===== src/rtl/seg_pkg.sv =====
// Shared constants for the seven-segment scan decoder: glyph lit masks,
// segment bit positions, the idle anode pattern and the sampled scan word.
package seg_pkg;

    localparam int SEG_A  = 0;
    localparam int SEG_B  = 1;
    localparam int SEG_C  = 2;
    localparam int SEG_D  = 3;
    localparam int SEG_E  = 4;
    localparam int SEG_F  = 5;
    localparam int SEG_G  = 6;
    localparam int SEG_DP = 7;

    localparam logic [3:0] AN_OFF = 4'hF;

    // Lit masks in {g,f,e,d,c,b,a} order, indexed by the hex value they show.
    localparam logic [15:0][6:0] GLYPH_LIT = {
        7'h71, 7'h79, 7'h5E, 7'h39, 7'h7C, 7'h77, 7'h6F, 7'h7F,
        7'h07, 7'h7D, 7'h6D, 7'h66, 7'h4F, 7'h5B, 7'h06, 7'h3F
    };

    typedef struct packed {
        logic [3:0] an;
        logic [7:0] seg;
    } scan_t;

    localparam scan_t SCAN_IDLE = '{an: AN_OFF, seg: 8'hFF};

    function automatic logic is_one_hot(input logic [3:0] v);
        return (v != 4'h0) && ((v & (v - 4'h1)) == 4'h0);
    endfunction

endpackage


===== src/rtl/seg_glyph_decode.sv =====
// Combinational glyph lookup: maps a 7-bit active-high lit mask to its hex
// value, flagging whether it is a legal glyph or fully dark.
module seg_glyph_decode
    import seg_pkg::*;
(
    input  logic [6:0] lit_i,
    output logic       legal_o,
    output logic       blank_o,
    output logic [3:0] value_o
);

    always_comb begin
        legal_o = 1'b0;
        value_o = 4'h0;
        for (int i = 0; i < 16; i++) begin
            if (lit_i == GLYPH_LIT[i]) begin
                legal_o = 1'b1;
                value_o = 4'(i);
            end
        end
    end

    assign blank_o = (lit_i == 7'h00);

endmodule


===== src/rtl/seg_scan_decoder.sv =====
// Rebuilds the four hex digits, decimal points and blank flags from a
// multiplexed active-low seven-segment scan, capturing only stable dwells.
module seg_scan_decoder
    import seg_pkg::*;
#(
    parameter int unsigned STABLE_CYCLES = 1000,
    parameter int unsigned CNT_W         = 10
) (
    input  logic        Clk100M,
    input  logic        rst,
    input  logic [7:0]  seg,
    input  logic [3:0]  an,
    output logic [15:0] digits,
    output logic [3:0]  dp,
    output logic [3:0]  blank,
    output logic [3:0]  glyph_err,
    output logic        frame_valid,
    output logic        an_err
);

    // Holding at STABLE_CYCLES-1 is enough: the strobe fires only on the step before it.
    localparam logic [CNT_W-1:0] DWELL_MAX = CNT_W'(STABLE_CYCLES - 1);
    localparam logic [CNT_W-1:0] DWELL_PRE = CNT_W'(STABLE_CYCLES - 2);

    scan_t            s1_q, s1_d, s2_q, s2_d, prev_q, prev_d;
    logic [CNT_W-1:0] dwell_q, dwell_d;
    logic [15:0]      digits_q, digits_d;
    logic [3:0]       dp_q, dp_d;
    logic [3:0]       blank_q, blank_d;
    logic [3:0]       glyph_err_q, glyph_err_d;
    logic [3:0]       seen_q, seen_d;
    logic             frame_valid_q, frame_valid_d;
    logic             an_err_q, an_err_d;

    logic             stable, strobe, capture, an_multi;
    logic [3:0]       an_low;
    logic [6:0]       lit;
    logic             g_legal, g_blank;
    logic [3:0]       g_value;

    assign lit = ~s2_q.seg[SEG_G:SEG_A];

    seg_glyph_decode u_glyph (
        .lit_i   (lit),
        .legal_o (g_legal),
        .blank_o (g_blank),
        .value_o (g_value)
    );

    always_comb begin
        s1_d    = '{an: an, seg: seg};
        s2_d    = s1_q;
        prev_d  = s2_q;
        stable  = (s2_q == prev_q);
        dwell_d = dwell_q;
        if (!stable) begin
            dwell_d = '0;
        end else if (dwell_q != DWELL_MAX) begin
            dwell_d = dwell_q + CNT_W'(1);
        end
        strobe   = stable && (dwell_q == DWELL_PRE);
        an_low   = ~s2_q.an;
        capture  = strobe && is_one_hot(an_low);
        an_multi = (an_low != 4'h0) && !is_one_hot(an_low);
    end

    always_comb begin
        digits_d      = digits_q;
        dp_d          = dp_q;
        blank_d       = blank_q;
        glyph_err_d   = glyph_err_q;
        seen_d        = seen_q;
        frame_valid_d = (seen_q == 4'hF);
        an_err_d      = strobe && an_multi;
        if (frame_valid_d) begin
            seen_d = 4'h0;
        end
        for (int i = 0; i < 4; i++) begin
            if (capture && an_low[i]) begin
                seen_d[i] = 1'b1;
                dp_d[i]   = ~s2_q.seg[SEG_DP];
                if (g_legal) begin
                    digits_d[4*i +: 4] = g_value;
                    blank_d[i]         = 1'b0;
                    glyph_err_d[i]     = 1'b0;
                end else if (g_blank) begin
                    blank_d[i]     = 1'b1;
                    glyph_err_d[i] = 1'b0;
                end else begin
                    glyph_err_d[i] = 1'b1;
                end
            end
        end
    end

    always_ff @(posedge Clk100M or posedge rst) begin
        if (rst) begin
            s1_q          <= SCAN_IDLE;
            s2_q          <= SCAN_IDLE;
            prev_q        <= SCAN_IDLE;
            dwell_q       <= '0;
            digits_q      <= 16'h0000;
            dp_q          <= 4'h0;
            blank_q       <= 4'hF;
            glyph_err_q   <= 4'h0;
            seen_q        <= 4'h0;
            frame_valid_q <= 1'b0;
            an_err_q      <= 1'b0;
        end else begin
            s1_q          <= s1_d;
            s2_q          <= s2_d;
            prev_q        <= prev_d;
            dwell_q       <= dwell_d;
            digits_q      <= digits_d;
            dp_q          <= dp_d;
            blank_q       <= blank_d;
            glyph_err_q   <= glyph_err_d;
            seen_q        <= seen_d;
            frame_valid_q <= frame_valid_d;
            an_err_q      <= an_err_d;
        end
    end

    assign digits      = digits_q;
    assign dp          = dp_q;
    assign blank       = blank_q;
    assign glyph_err   = glyph_err_q;
    assign frame_valid = frame_valid_q;
    assign an_err      = an_err_q;

endmodule


===== config.mk =====
export PLATFORM = sky130hd
export DESIGN_NAME = seg_scan_decoder
export DESIGN_NICKNAME = d
export VERILOG_FILES = /design/src/rtl/seg_pkg.sv /design/src/rtl/seg_glyph_decode.sv /design/src/rtl/seg_scan_decoder.sv
export SDC_FILE = /design/constraint.sdc
export NUM_CORES = 1
export LEC_CHECK = 0
export CAP_MARGIN = 40
export CORE_UTILIZATION = 40
export CTS_BUF_LIST = sky130_fd_sc_hd__clkbuf_8
export CTS_CLUSTER_SIZE = 25
export DETAILED_ROUTE_END_ITERATION = 6
export PLACE_DENSITY = 0.68
export RECOVER_POWER = 50
export SLEW_MARGIN = 25
export SYNTH_ARGS = -nofsm -noshare
export SYNTH_HDL_FRONTEND = slang
export SYNTH_SLANG_ARGS = --single-unit

===== constraint.sdc =====
create_clock -name Clk100M -period 3.7 [get_ports Clk100M]
set_input_delay 0.74 -clock Clk100M [delete_from_list [all_inputs] [get_ports Clk100M]]
set_output_delay 0.74 -clock Clk100M [all_outputs]
set_load 0.02 [all_outputs]

==> impl_results.md <==
* Area grow syn2layout at 21.8%
* CTS resizes at 0
* Failing checks: max-capacitance violations, max-slew violations
* Clk sinks at 80
* EDFF count, synth at 0
* Maximum resistive drop on vdd at 0.191 mV
* Final worst clock skew at 0.0134 ns
* Hold WS at 0.346 ns
* Post-route ant nets at 0
* HP Class: flip-flop to flip-flop
* RSZ-0062 raised after global routing: no
* Yosys top cell area share at 30.9%
* Worst-skew pair later-pin latency at 0.35 ns
* Register area share after synthesis at 60.2%
* Iter 0 DRT Violations at 67
* Filler cell count at 738
* Syn Inst Count at 274
* Clock slew at reported path FFs at 0.09 ns
* Fmax at 0.364 GHz
* Largest area contributor in the netlist: dfstp_2
* Root Driver: clkbuf_8
* Critical Path RT at 3.92 ns
* H-Tree Depth at 3
* Hold Vio Cnt, Final at 0
* Maxcap violations at 1
* Via density at 5.01
* Net Count, Synth at 290
* Crit path time final at 2.75 ns
* Mean Syn Cell Area at 12.4 sq um
* Period utilization at 74.3%
* Placer Congestion at 0.817
* Bufs on Longest Clock Path at 2
* Vias in the first global route at 2160
* Initial antenna violation count at 0
* Die Span X at 94.3 um
* Core ar. at 8220 sq um
* PwrDens at 413 nW/um^2
* Core Util, Final at 50.5%
* Largest net degree at the start of global routing at 43
* Routed length per instance at 13.8 um
* Outcome: finished with violations
* CP endpoint kind: flip-flop
* Final Cell Area at 4150 sq um
* Die area at 8890 sq um
* Total power at 1.71 mW
* Startpoint Class: flip-flop
* Slew headroom at -27.9%
* CTS tree: built
* Setup violations, final at 0
* Yosys warning count at 0
* GRT overflow at 0
* IO Port Bufs at 43
* Area after DPL at 3930 sq um
* Post-Syn Area at 3410 sq um
* DP Wirelength at 4080 um
* CTS Hold Bufs at 0
* Layout cells sized above 1 at 24.2%
* Fin Setup TNS at 0 ns
* Nets at 338
* I/O pins at 44
* Final Max Slew Viols at 39
* DRC at 0
* CP max FO at 17
* Worst slew pin tran at 1.92 ns
* Setup Fix Bufs, Post-CTS at 0
* Starting Density at 41.4%
* Leak Pwr at 1.75 nW
* DR vias at 2164
* First-pass GRT wire length at 10400 um
* Synth cell types at 58
* N_diodes at 0
* Worst Path Arrival at 2.98 ns
* Clock buffer count from CTS at 9
* Synth Register Bits at 80
* Initial DRT Pass Iterations at 4
* Synth async-reset ratio at 100%
* Die height at 94.3 um
* Synth area leaders: dfstp_2 (31%), dfrtp_1 (29%), mux2_2 (4.3%), xnor2_1 (4.1%), nand2_1 (2.8%)
* Most common flop cell mapped by yosys: dfstp_2
* Global Route Usage Sum at 15.3%
* FP Rows at 33
* Crit path kind: flip-flop to flip-flop
* Total Routed Length at 5950 um
-- cells in the final DEF, fill, tap and decap left out, drive strengths merged, types with 2 or more instances in the layout --
cell type / netlist / final
and3: 3 / 3
mux2: 16 / 16
dfstp: 40 / 40
xor2: 4 / 4
and4: 2 / 2
nor3b: 3 / 3
xnor2: 17 / 17
dfrtp: 40 / 40
bufinv: 0 / 2
a21oi: 9 / 9
nor4: 2 / 2
and2b: 2 / 2
clkdlybuf4s50: 0 / 30
inv: 8 / 11
or2: 2 / 2
nor2: 21 / 21
nand3: 6 / 6
nor2b: 4 / 4
a211oi: 2 / 2
dlygate4sd3: 0 / 13
nand2: 26 / 26
nand4: 9 / 9
clkbuf: 2 / 11
o21ai: 17 / 17
or3: 3 / 3
ha: 2 / 2
nand2b: 4 / 4
nor3: 7 / 7
-- layout make-up --
class                      count  area, sq um  share of cell area [%]
timing repair buffer          45          442                    10.6
clock inverter                 6         83.8                    2.02
clock buffer                  10          138                    3.32
sequential                    80         2050                    49.5
tap                          105          131                    3.17
inverter                       8         30.0                   0.724
multi-input combinational    178         1270                    30.7
-- metrics by stage --
step                      instances  setup slack, ns
after floorplan                 274            0.974
after global placement          416             1.18
after detailed placement        416             1.12
after CTS                       432             1.09
after global routing            432            0.657
final                           432            0.949
-- worst max-delay path: stages (launching register included) --
cell and delay (ns):
dfstp_1 0.87, xnor2_2 0.18, nand4_2 0.17, nor4_1 0.40, nand2_1 0.27, nor2_1 0.36, mux2_2 0.38
-- cells in the mapped netlist (2+ instances only) --
| master | n |
|---|---|
| nand2b_1 | 4 |
| mux2_4 | 3 |
| nor2_1 | 19 |
| nand3_1 | 6 |
| nand4_1 | 4 |
| nor3_1 | 7 |
| or3_1 | 2 |
| mux2_2 | 13 |
| dfstp_2 | 40 |
| buf_4 | 3 |
| inv_1 | 8 |
| ha_1 | 2 |
| xor2_1 | 4 |
| dfrtp_1 | 40 |
| nand2_1 | 25 |
| nor2_2 | 2 |
| a21oi_1 | 9 |
| and4_4 | 2 |
| o21ai_0 | 17 |
| nor2b_1 | 4 |
| xnor2_1 | 16 |
| nand4_4 | 3 |
| nor3b_1 | 2 |
| and3_2 | 2 |
| nand4_2 | 2 |
| clkbuf_1 | 2 |
| buf_2 | 2 |
-- flip-flops by register name, indices dropped and copies added, names as in the netlist --
signal / flops
seen_q: 4
glyph_err: 4
dp: 4
an_err: 1
prev_d: 12
prev_q: 12
blank: 4
dwell_q: 10
frame_valid: 1
s1_q: 12
digits: 16
-- report_power, final --
| group | total, mW | internal, mW | switching, mW |
|---|---|---|---|
| combinational | 0.0748 | 0.0339 | 0.0410 |
| clock | 0.704 | 0.396 | 0.307 |
| sequential | 0.934 | 0.908 | 0.0264 |
-- cells by family after synthesis --
| group | count (synthesis) | synth area share (%) |
|---|---|---|
| AOI/OAI and AO/OA | 38 | 6.80 |
| xor gates and xnor gates | 21 | 5.62 |
| adders and majority gates | 2 | 0.735 |
| buffers and inverters | 16 | 2.39 |
| DFF | 80 | 60.2 |
| muxes | 17 | 5.91 |
| and+or+nand+nor | 100 | 18.3 |
-- final timing paths --
kind / cells past startpoint / slack [ns] / end / start
worst max-delay path: 6 / 0.95 / digits[4] / prev_d[1]
worst min-delay path: 0 / 0.35 / prev_d[9] / s1_q[9]
worst max register to register: 6 / 0.95 / digits[4] / prev_d[1]
worst min register to register: 0 / 0.35 / prev_d[9] / s1_q[9]
max in group asynchronous: 3 / 1.05 / digits[15] / rst
min in group asynchronous: 3 / 1.00 / digits[10] / rst
-- routing by layer --
layer,part of all wire (%),global-route usage (%),vias to the layer above
met1,48,20.5,1073
met4,1.3,5.51,0
li1,-,-,1045
met3,4.4,4.21,10
met5,0,0,-
met2,46,23.7,36
Power figures use the tool's default switching activity.
